**src/rtl/complex_pkg.sv**
```systemverilog
// Shared definitions for the complex-vector datapath blocks: the default
// element width, the assembler FSM state type and per-element helpers.
// A complex element packs its real part in the upper half and its
// imaginary part in the lower half.
package complex_pkg;

  localparam int DEFAULT_ELEMENT_WIDTH = 64;
  localparam int DEFAULT_HALF_WIDTH    = DEFAULT_ELEMENT_WIDTH / 2;

  typedef enum logic {
    FILL = 1'b0,
    HOLD = 1'b1
  } state_t;

  function automatic logic [DEFAULT_HALF_WIDTH-1:0] re_part(
    input logic [DEFAULT_ELEMENT_WIDTH-1:0] e
  );
    return e[DEFAULT_ELEMENT_WIDTH-1:DEFAULT_HALF_WIDTH];
  endfunction

  function automatic logic [DEFAULT_HALF_WIDTH-1:0] im_part(
    input logic [DEFAULT_ELEMENT_WIDTH-1:0] e
  );
    return e[DEFAULT_HALF_WIDTH-1:0];
  endfunction

  // Two's-complement negation wraps, so the most-negative imaginary value
  // maps onto itself.
  function automatic logic [DEFAULT_ELEMENT_WIDTH-1:0] conj(
    input logic [DEFAULT_ELEMENT_WIDTH-1:0] e
  );
    logic [DEFAULT_HALF_WIDTH-1:0] negIm;
    negIm = ~im_part(e) + 1'b1;
    return {re_part(e), negIm};
  endfunction

endpackage

```
**src/rtl/complex_chunk_conj.sv**
```systemverilog
// Combinational conjugation of one chunk of NI/2 complex elements.
// Each element keeps its real half and has its imaginary half negated
// (two's complement, wrapping) when conj_i is set; otherwise the chunk
// passes through untouched.
module complex_chunk_conj #(
  parameter int NI            = 8,
  parameter int ELEMENT_WIDTH = 64
) (
  input  logic [ELEMENT_WIDTH*(NI/2)-1:0] data_i,
  input  logic                            conj_i,
  output logic [ELEMENT_WIDTH*(NI/2)-1:0] data_o
);

  localparam int HALF_W = ELEMENT_WIDTH / 2;

  for (genvar e = 0; e < NI / 2; e++) begin : g_elem
    logic [HALF_W-1:0] rePart;
    logic [HALF_W-1:0] imPart;
    logic [HALF_W-1:0] negIm;

    assign rePart = data_i[e*ELEMENT_WIDTH+HALF_W +: HALF_W];
    assign imPart = data_i[e*ELEMENT_WIDTH +: HALF_W];
    assign negIm  = ~imPart + 1'b1;
    assign data_o[e*ELEMENT_WIDTH +: ELEMENT_WIDTH] =
      conj_i ? {rePart, negIm} : {rePart, imPart};
  end

endmodule

```
**src/rtl/complex_vector_demux_assembler.sv**
```systemverilog
// Collects NUM_SLOTS chunks of NI/2 complex elements into one wide vector.
// Chunks are steered either by an internal wrapping pointer (auto mode)
// or by in_sel (addressed mode). A full mask, or a flush with at least one
// slot written, moves the block into HOLD where the vector is offered on a
// valid/ready port; the handshake clears everything and re-opens the input.
// Optional build macro COMPLEX_DEMUX_CONJ_EN adds the in_conj port, which
// stores the conjugate of the incoming chunk.
module complex_vector_demux_assembler
  import complex_pkg::*;
#(
  parameter int NI            = 8,
  parameter int ELEMENT_WIDTH = DEFAULT_ELEMENT_WIDTH,
  parameter int NUM_SLOTS     = 2,
  localparam int CHUNK_W      = ELEMENT_WIDTH * (NI / 2),
  localparam int OUT_W        = CHUNK_W * NUM_SLOTS,
  localparam int SEL_W        = (NUM_SLOTS > 1) ? $clog2(NUM_SLOTS) : 1
) (
  input  logic                 clk,
  input  logic                 rst_n,
  input  logic [CHUNK_W-1:0]   in_data,
  input  logic                 in_valid,
  output logic                 in_ready,
  input  logic [SEL_W-1:0]     in_sel,
  input  logic                 addr_mode,
  input  logic                 flush,
`ifdef COMPLEX_DEMUX_CONJ_EN
  input  logic                 in_conj,
`endif
  output logic [OUT_W-1:0]     out_data,
  output logic [NUM_SLOTS-1:0] out_mask,
  output logic                 out_valid,
  input  logic                 out_ready,
  output logic                 err_sel,
  output logic                 err_ovw
);

  localparam logic [SEL_W-1:0] LAST_PTR   = SEL_W'(NUM_SLOTS - 1);
  localparam logic [SEL_W:0]   SLOT_COUNT = (SEL_W + 1)'(NUM_SLOTS);

  state_t               state_q, state_d;
  logic [OUT_W-1:0]     slots_q, slots_d;
  logic [NUM_SLOTS-1:0] mask_q, mask_d;
  logic [SEL_W-1:0]     wr_ptr_q, wr_ptr_d;
  logic                 err_sel_q, err_sel_d;
  logic                 err_ovw_q, err_ovw_d;

  logic                 accept;
  logic [SEL_W-1:0]     target;
  logic                 selOk;
  logic [CHUNK_W-1:0]   storeData;

  assign accept = in_valid && (state_q == FILL);
  assign target = addr_mode ? in_sel : wr_ptr_q;
  // Only addressed writes can point past the last slot; the auto pointer
  // always stays in range.
  assign selOk  = !addr_mode || ({1'b0, in_sel} < SLOT_COUNT);

`ifdef COMPLEX_DEMUX_CONJ_EN
  complex_chunk_conj #(
    .NI            (NI),
    .ELEMENT_WIDTH (ELEMENT_WIDTH)
  ) u_conj (
    .data_i (in_data),
    .conj_i (in_conj),
    .data_o (storeData)
  );
`else
  assign storeData = in_data;
`endif

  // Next-state logic: slot writes, pointer advance, error pulses and the
  // FILL/HOLD transitions (completion, flush, output handshake).
  always_comb begin
    state_d   = state_q;
    slots_d   = slots_q;
    mask_d    = mask_q;
    wr_ptr_d  = wr_ptr_q;
    err_sel_d = 1'b0;
    err_ovw_d = 1'b0;

    case (state_q)
      FILL: begin
        if (accept) begin
          if (!selOk) begin
            err_sel_d = 1'b1;
          end else begin
            for (int k = 0; k < NUM_SLOTS; k++) begin
              if (target == SEL_W'(k)) begin
                err_ovw_d                    = mask_q[k];
                slots_d[k*CHUNK_W +: CHUNK_W] = storeData;
                mask_d[k]                     = 1'b1;
              end
            end
          end
          if (!addr_mode) begin
            wr_ptr_d = (wr_ptr_q == LAST_PTR) ? '0 : wr_ptr_q + 1'b1;
          end
        end
        if (&mask_d) begin
          state_d = HOLD;
        end else if (flush && (|mask_d)) begin
          state_d = HOLD;
        end
      end
      HOLD: begin
        if (out_ready) begin
          state_d  = FILL;
          slots_d  = '0;
          mask_d   = '0;
          wr_ptr_d = '0;
        end
      end
      default: begin
        state_d = FILL;
      end
    endcase
  end

  // State registers with synchronous active-low reset that drops any
  // partial or held vector.
  always_ff @(posedge clk) begin
    if (!rst_n) begin
      state_q   <= FILL;
      slots_q   <= '0;
      mask_q    <= '0;
      wr_ptr_q  <= '0;
      err_sel_q <= 1'b0;
      err_ovw_q <= 1'b0;
    end else begin
      state_q   <= state_d;
      slots_q   <= slots_d;
      mask_q    <= mask_d;
      wr_ptr_q  <= wr_ptr_d;
      err_sel_q <= err_sel_d;
      err_ovw_q <= err_ovw_d;
    end
  end

  assign in_ready  = (state_q == FILL);
  assign out_valid = (state_q == HOLD);
  assign out_data  = slots_q;
  assign out_mask  = mask_q;
  assign err_sel   = err_sel_q;
  assign err_ovw   = err_ovw_q;

endmodule

```
**config.mk**
```make
export PLATFORM = sky130hd
export DESIGN_NAME = complex_vector_demux_assembler
export DESIGN_NICKNAME = d
export VERILOG_FILES = /design/src/rtl/complex_pkg.sv /design/src/rtl/complex_chunk_conj.sv /design/src/rtl/complex_vector_demux_assembler.sv
export SDC_FILE = /design/constraint.sdc
export NUM_CORES = 1
export LEC_CHECK = 0
export CORE_AREA = 10 10 294 296
export DETAILED_ROUTE_END_ITERATION = 8
export DIE_AREA = 0 0 304 306
export SYNTH_ARGS = -nofsm -noshare
export SYNTH_HDL_FRONTEND = slang
export SYNTH_HIERARCHICAL = 1
export SYNTH_SLANG_ARGS = --single-unit
```
**constraint.sdc**
```tcl
create_clock -name clk -period 2 [get_ports clk]
set_clock_uncertainty 0.2 [all_clocks]
set_input_delay 0.3 -clock clk [delete_from_list [all_inputs] [get_ports clk]]
set_output_delay 0.3 -clock clk [all_outputs]
set_load 0.005 [all_outputs]
```
# After elaboration in Yosys (flattened, before gate mapping)
# Cells that the tools add are included.
[totals] register_bits=517 inputBits=263 out_inout_bits=518
[op_classes] addsub=1 n_eq_ne=5 muxes=22 bitwise=3 reduce_logical=8
[op_table] cell="two-way mux 512 bit" n=2
[op_table] cell="one-hot mux 512 bit (2 select lines)" n=1
[op_table] cell="two-way mux 256 bit" n=2
[op_table] cell="two-way mux 1 bit" n=11
[op_table] cell="AND reduction 3 bit" n=3
[op_table] cell="two-way mux 2 bit" n=3
[op_table] cell="!= test 2 bit (second input constant)" n=3
[op_table] cell="!= test 2 x 1 -> 1 bit (second input constant)" n=2
[op_table] cell="one-hot mux 1 bit (2 select lines)" n=2
[op_table] cell="one-hot mux 2 bit (2 select lines)" n=1
[op_table] cell="inverter 1 bit" n=3
[op_table] cell="OR reduction 3 bit" n=1
[op_table] cell="logical AND 1 bit" n=2
[op_table] cell="AND reduction 2 bit" n=1
[op_table] cell="OR reduction 2 bit" n=1
[op_table] cell="adder 1 bit (second input constant)" n=1

# Depth between registers and ports, before layout
# Gate-level depths: netlist (run 1).
[depth] ltp_word=9 ltp_mapped=6

# Worst setup path before layout (run 1)
# No wires, ideal clock.
[synth_path] path_kind="input to register" startpoint="input port addr_mode" endpoint="register slots_q[185], in the netlist out_data[185]" setup_time_ns=0.120 arrival_time_ns=1.297 path_slack_ns=0.383 cell_stages=6 cell_sequence="mux2_2 > buf_4 > buf_6 > buf_4 > o211ai_1 > a21boi_1"
[synth_via] elab_chain_cells=3
[synth_lines] item="start: declaration" line="complex_vector_demux_assembler.sv:24" text="input logic addr_mode,"
[synth_lines] item="two-way mux 1 bit" line="complex_vector_demux_assembler.sv:53" text="assign target = addr_mode ? in_sel : wr_ptr_q;"
[synth_lines] item="!= test 2 bit (no source line)"
[synth_lines] item="AND reduction 3 bit (no source line)"
[synth_lines] item="end signal: assignment" line="complex_vector_demux_assembler.sv:131" text="slots_q <= slots_d;"
[synth_lines] item="end: declaration" line="complex_vector_demux_assembler.sv:41" text="logic [OUT_W-1:0] slots_q, slots_d;"
# No other way between the ends.
# A chain may end at the register's enable or synchronous reset.

# Worst setup path after layout (run 1)
[layout_path] startpoint="register slots_q[323], in the netlist out_data[323]" endpoint="output port out_data[323]"
[layout_rtl] item="end: declaration" line="complex_vector_demux_assembler.sv:29" text="output logic [OUT_W-1:0] out_data,"
# No word-level cell between the ends.

==> out/qor.yml, run 1 <==
placement:
  hpwl_um: 70600
  placement.io_buffers: 779
  post_dp_cell_area_um2: 32200
  dp_slack_ns: -0.402
  gp_congestion: 0.825
critical_path:
  required_ns: 1.50
  cp_top_family: "buffers and inverters"
  criticalPathCategory: "flip-flop to output port"
  crit_fanout: 2
  critical_path_arrival_ns: 1.44
  path_buf_inv: 1
  slowest_stage: "clkdlybuf4s50_1"
  worstPathCellList: "clkdlybuf4s50_1"
  max_stage_delay_ns: 0.52
  startpoint_type: "flip-flop"
  crit_path_end_kind: "output port"
finish:
  finalNetCount: 3357
  n_fill_cell: 8077
  area_delta_synth_final_pct: 50.8
  drive_gt1_share_pct: 10.0
  seqCellArea_um2: 10400
  multi_input_area_um2: 10400
  design_area_um2: 33700
run_status:
  status: "complete, no violations"
routing:
  via_per_inst: 5.27
  drc: 0
  dr_total_vias: 22196
  antenna_left: 0
  wire_per_inst_um: 23.1
  dr.pass1.iters: 5
  drt_iter0_markers: 1395
  wl_um: 97100
global_route:
  antenna_found_initial: 10
  grt_overflow: 0
  grt_pass1_wl_um: 145000
  grt_start_max_net_pins: 91
  grt_pass1_vias: 21877
  grtUsageTotal_pct: 19.5
flow_run:
  max_cap_viol_count: 0
die:
  core_region_area_um2: 80300
  initial_core_util_pct: 27.8
  die_w_um: 304
  dieArea_um2: 93000
  io_pins: 781
  die_h_um: 306
  rows: 104
logic_synthesis:
  ys_ff_latch: 517
  syn_area_um2: 22300
  synth_top_area_cell: "dfxtp_1"
  synth_top_area_share_pct: 46.3
  syn_avg_cell_area_um2: 9.24
  synth_cells: 2418
  yosysWarnings: 6
  yosysMostFrequentCell: "dfxtp_1"
  synth-seq-area-share_pct: 46.3
  synthTopCellsByCount: "517 x dfxtp_1, 513 x o211ai_1, 512 x nand3_1"
  synth_edf_count: 0
  synth_nets: 2681
  synthFlopType: "dfxtp_1"
  ys_types: 24
  async_reset_ff_share_pct: 0
  synthTopCellsByArea: "dfxtp_1 46%, o211ai_1 17%, a21boi_1 14%"
clock_tree:
  insertion_delay_ns: 0.60
  clockRootBuffer: "clkbuf_16"
  clock_sinks: 517
  cts_max_level: 2
  cts_tree: "done"
  cts_setup_buffers: 0
  clk_pin_slew_ns: 0.06
  cts_buffer_depth: 3
  cts_made_buffers: 58
power_and_ir_drop:
  clkPwrFrac_pct: 39.1
  p_leak_nw: 14.0
  seq_power_share_pct: 40.6
  intPower_w: 0.0198
  vdd_drop_max_uv: 552
  switchingPower_w: 0.00799
  combPwrFrac_pct: 20.3
  swShare_pct: 28.7
  p_per_area_nw_per_um2: 825
  power.total_w: 0.0278
sta:
  fin_crit_ns: 1.94
  fmax_mhz: 514
  fin_ws_ns: 0.0560
  hold_viol_final: 0
  min_period_over_period_pct: 97.2
  rsz0062_at_grt: "no"
  fin_setup_tns_ns: 0
  setup_viol: 0
  slew_viol_final: 0
min_path:
  hp-class: "input pin to flip-flop"
## logic make-up (layout without fill, tap and decap cells)
logic type	Yosys count	count (layout)	synth area share (%)
flip-flops	517	517	46.3
AND/OR/NAND/NOR	522	522	11.7
buffers and inverters	343	1068	7.21
multiplexers	2	2	0.0952
AO/OA/AOI/OAI	1033	1033	34.7
other	1	7	0.0168
## per-stage QoR
step                utilization [%]  instances  hold slack, ns
floorplan                         -       2418           0.247
global placement               40.0       4093           0.272
detailed placement             40.0       4093           0.279
CTS                            41.8       4203          0.0329
global route                   42.0       4208          0.0640
finish                         42.0       4209          0.0848
## power groups by stage
stage / Sequential (W) / Combinational [W] / Clock (W)
6_report: 0.0113 / 0.00564 / 0.0109
5_1_grt: 0.0114 / 0.00611 / 0.0115
4_1_cts: 0.0113 / 0.00569 / 0.0112
3_5_place_dp: 0.0115 / 0.00603 / 0
3_3_place_gp: 0.0115 / 0.00605 / 0
2_1_floorplan: 0.0115 / 0.00252 / 0
## final cells by class
class	count	area share, %
clock buffer	81	5.05
tap	1060	3.94
timing repair buffer	958	28.5
inverter	1	0.0111
sequential	517	30.8
antenna	6	0.0446
multi-input combinational	1558	31.0
clock inverter	28	0.694
## worst paths after layout
path                    to  depth (start not counted)          start  slack [ns]
min           out_data[32]                          3    in_data[32]        0.08
min reg2reg  out_data[278]                          2  out_data[278]        0.28
max reg2reg  out_data[307]                          4       wr_ptr_q        0.13
max          out_data[323]                          1  out_data[323]        0.06
## worst reg2reg max path, stage by stage (launching register included)
cell	delay (ns)
dfxtp_1	0.42
mux2_8	0.42
buf_12	0.33
nand3_1	0.26
a21boi_1	0.15
## cell usage in the layout, fill, tap and decap left out, types with 10 or more instances in the layout
cell type        instances
dlymetal6s2s_1          36
clkbuf_16               61
clkdlybuf4s50_1        288
nand3_1                512
clkbuf_1                10
clkbuf_8                10
buf_12                  72
dfxtp_1                488
dfxtp_2                 29
dlygate4sd2_1          451
o211ai_1               513
buf_4                  101
a21boi_0                95
a21boi_1               418
clkinv_2                18
## registers in the layout, summed over array words and instances (netlist names)
signal	flops
out_data	512
out_mask	2
err_ovw	1
out_valid	1
wr_ptr_q	1
## what timing repair did
| action | in CTS | in global routing |
|---|---|---|
| gates resized for setup | 488 | 42 |
| endpoints found under the setup margin | 456 | 57 |
| hold buffers | 1 | 0 |
| endpoints found under the hold margin | 23 | 0 |
| pin swaps | 0 | 0 |
## metal layers
| metal | vias to the layer above | global-route usage (%) | wire, µm |
|---|---|---|---|
| li1 | 10497 | - | - |
| met1 | 10778 | 23.3 | 39600 |
| met2 | 771 | 31.6 | 45400 |
| met3 | 142 | 7.40 | 8810 |
| met4 | 8 | 6.93 | 3150 |
| met5 | - | 0 | 48 |
No activity file was read; power rests on OpenSTA's default activity.
==> run 2, diff against run 1 <==
--- a/config.mk
+++ b/config.mk
@@ -8,7 +8,9 @@
 export CORE_AREA = 10 10 294 296
 export DETAILED_ROUTE_END_ITERATION = 8
 export DIE_AREA = 0 0 304 306
+export SLEW_MARGIN = 20
 export SYNTH_ARGS = -nofsm -noshare
 export SYNTH_HDL_FRONTEND = slang
 export SYNTH_HIERARCHICAL = 1
 export SYNTH_SLANG_ARGS = --single-unit
+export TNS_END_PERCENT = 1
==> results of run 2 <==
No change in the layout: final DEF, timing and power equal those of run 1.
==> run 3, diff against run 2 <==
--- a/config.mk
+++ b/config.mk
@@ -8,9 +8,10 @@
 export CORE_AREA = 10 10 294 296
 export DETAILED_ROUTE_END_ITERATION = 8
 export DIE_AREA = 0 0 304 306
+export PLACE_DENSITY = 0.54
 export SLEW_MARGIN = 20
 export SYNTH_ARGS = -nofsm -noshare
 export SYNTH_HDL_FRONTEND = slang
 export SYNTH_HIERARCHICAL = 1
 export SYNTH_SLANG_ARGS = --single-unit
-export TNS_END_PERCENT = 1
+export TNS_END_PERCENT = 30
==> out/qor.yml, run 3 (synthesis results as in run 1) <==
clock_tree:
  clk_pin_slew_ns: 0.06  # about the same
  cts_buffer_depth: 3  # unchanged
  insertion_delay_ns: 0.60  # about the same
  cts_tree: "done"  # unchanged
  clock_sinks: 517  # unchanged
  cts_max_level: 2  # unchanged
  clockRootBuffer: "clkbuf_16"  # unchanged
  cts_made_buffers: 59  # was 58
finish:
  final_cells: 4195  # was 4209
  n_fill_cell: 7904  # was 8077
  utilization_pct: 41.9  # was 42.0%
  largest_register_ffs: 512  # unchanged
  finalNetCount: 3336  # was 3357
  layout_commonest_cell: "o211ai_1"  # unchanged
  drive_gt1_share_pct: 8.88  # was 10.0%
  area_delta_synth_final_pct: 50.5  # was 50.8%
  final_cell_mix: "513 x o211ai_1, 512 x nand3_1, 494 x dfxtp_1, 451 x dlygate4sd2_1, 418 x a21boi_1"  # was 513 x o211ai_1, 512 x nand3_1, 488 x dfxtp_1, 451 x dlygate4sd2_1, 418 x a21boi_1
  design_area_um2: 33600  # was 33700 µm²
power_and_ir_drop:
  intPower_w: 0.0198  # about the same
  combPwrFrac_pct: 20.3  # about the same
  clkPwrFrac_pct: 39.0  # was 39.1%
  p_per_area_nw_per_um2: 826  # was 825 nW/µm²
  seq_power_share_pct: 40.7  # was 40.6%
  vdd_drop_max_uv: 655  # was 552 µV
  switchingPower_w: 0.00797  # was 0.00799 W
  swShare_pct: 28.7  # about the same
  p_leak_nw: 14.2  # was 14.0 nW
sta:
  fin_crit_ns: 1.94  # about the same
  slew_viol_final: 0  # unchanged
  fin_ws_ns: 0.0577  # was 0.0560 ns
  rsz0062_at_grt: "no"  # unchanged
  holdWs_ns: 0.0810  # was 0.0848 ns
  setup_viol: 0  # unchanged
  min_period_over_period_pct: 97.1  # was 97.2%
  fmax_mhz: 515  # was 514 MHz
  hold_viol_final: 0  # unchanged
routing:
  dr.pass1.iters: 5  # unchanged
  drc: 0  # unchanged
  wl_um: 100000  # was 97100 µm
  wire_per_inst_um: 23.9  # was 23.1 µm
  antenna_left: 0  # unchanged
  dr_total_vias: 22569  # was 22196
  drt_iter0_markers: 1417  # was 1395
  via_per_inst: 5.38  # was 5.27
global_route:
  antenna_found_initial: 23  # was 10
  grtUsageTotal_pct: 20.2  # was 19.5%
  grt_start_max_net_pins: 108  # was 91
  grt_overflow: 0  # unchanged
  grt_pass1_vias: 22692  # was 21877
  grt_pass1_wl_um: 150000  # was 145000 µm
die:
  initial_core_util_pct: 27.8  # unchanged
  die_h_um: 306  # unchanged
  die_w_um: 304  # unchanged
  dieArea_um2: 93000  # unchanged
  rows: 104  # unchanged
  io_pins: 781  # unchanged
  core_region_area_um2: 80300  # unchanged
critical_path:
  path_buf_inv: 1  # unchanged
  criticalPathCategory: "flip-flop to output port"  # unchanged
  max_stage_delay_ns: 0.51  # was 0.52 ns
  cp_top_family: "buffers and inverters"  # unchanged
  slowest_stage: "clkdlybuf4s50_1"  # unchanged
  rrSetupSlack_ns: 0.17  # was 0.13 ns
  crit_path_end_kind: "output port"  # unchanged
  crit_fanout: 2  # unchanged
  worstPathCellList: "clkdlybuf4s50_1"  # unchanged
  startpoint_type: "flip-flop"  # unchanged
  required_ns: 1.50  # about the same
  critical_path_arrival_ns: 1.44  # about the same
placement:
  dp_cells: 4071  # was 4093
  hpwl_um: 73300  # was 70600 µm
  dp_slack_ns: -0.448  # was -0.402 ns
  gp_congestion: 0.823  # was 0.825
  placement.io_buffers: 779  # unchanged
  post_dp_cell_area_um2: 32100  # was 32200 µm²
run_status:
  status: "complete, no violations"  # unchanged
min_path:
  hp-class: "input pin to flip-flop"  # unchanged
flow_run:
  max_cap_viol_count: 0  # unchanged
-- run 3: changes by cell type in the layout (fill, tap and decap cells not counted), moves of 3 or more --
cell | before | now
clkbuf_8 | 10 | 13
clkdlybuf4s50_1 | 288 | 270
buf_12 | 72 | 78
clkbuf_1 | 10 | 20
dfxtp_1 | 488 | 494
buf_6 | 5 | 0
clkinvlp_4 | 6 | 1
dlymetal6s2s_1 | 36 | 54
clkinv_2 | 18 | 9
diode_2 | 6 | 14
dfxtp_2 | 29 | 22
buf_4 | 101 | 79
-- run 3: path summary, 6_finish.rpt --
check,from,to,cells after the start
max,out_data[80],out_data[80],1
min,in_data[32],out_data[32],3
max reg2reg,wr_ptr_q,out_data[208],4
min reg2reg,out_data[381],out_data[381],2
-- run 3: timing repair --
| action | in CTS | in global routing |
|---|---|---|
| endpoints found under the setup margin | 454 | 54 |
| buffers inserted | 0 | 0 |
| gates cloned | 0 | 0 |
| pin swaps | 0 | 0 |
| hold endpoints to repair | 21 | 0 |
| hold buffers | 1 | 0 |
| resized for setup | 481 | 54 |
-- run 3: cell type report --
cell class,count,area (µm²),area share [%]
inverters,1,3.75,0.0112
repair buffers,936,9530,28.3
multi-input cells,1558,10400,31.0
diodes,14,35.0,0.104
clock inverters,15,139,0.413
clock buffers,94,1780,5.29
well taps,1060,1330,3.94
flip-flops and latches,517,10400,30.9
-- run 3: power by group through the flow --
stage / registers [W] / logic [W] / clock network [W]
floorplan: 0.0115 / 0.00252 / 0
global placement: 0.0115 / 0.00600 / 0
detailed placement: 0.0115 / 0.00607 / 0
CTS: 0.0113 / 0.00572 / 0.0112
global route: 0.0114 / 0.00611 / 0.0115
finish: 0.0113 / 0.00564 / 0.0108
-- run 3: metal layers --
| layer | part of all wire, % | wire (µm) | vias up | track usage [%] |
|---|---|---|---|---|
| li1 | - | - | 10471 | - |
| met1 | 40 | 39800 | 11087 | 23.5 |
| met2 | 49 | 48700 | 839 | 34.4 |
| met3 | 9.0 | 8980 | 152 | 7.42 |
| met4 | 2.6 | 2620 | 20 | 6.04 |
| met5 | 0.12 | 121 | - | 0 |
-- run 3: per-stage QoR --
stage / TNS (ns) / total power, W
final: 0 / 0.0278
after global routing: 0 / 0.0290
after CTS: 0 / 0.0282
after detailed placement: -182.74 / 0.0176
after global placement: -166.01 / 0.0175
after floorplan: 0 / 0.0140
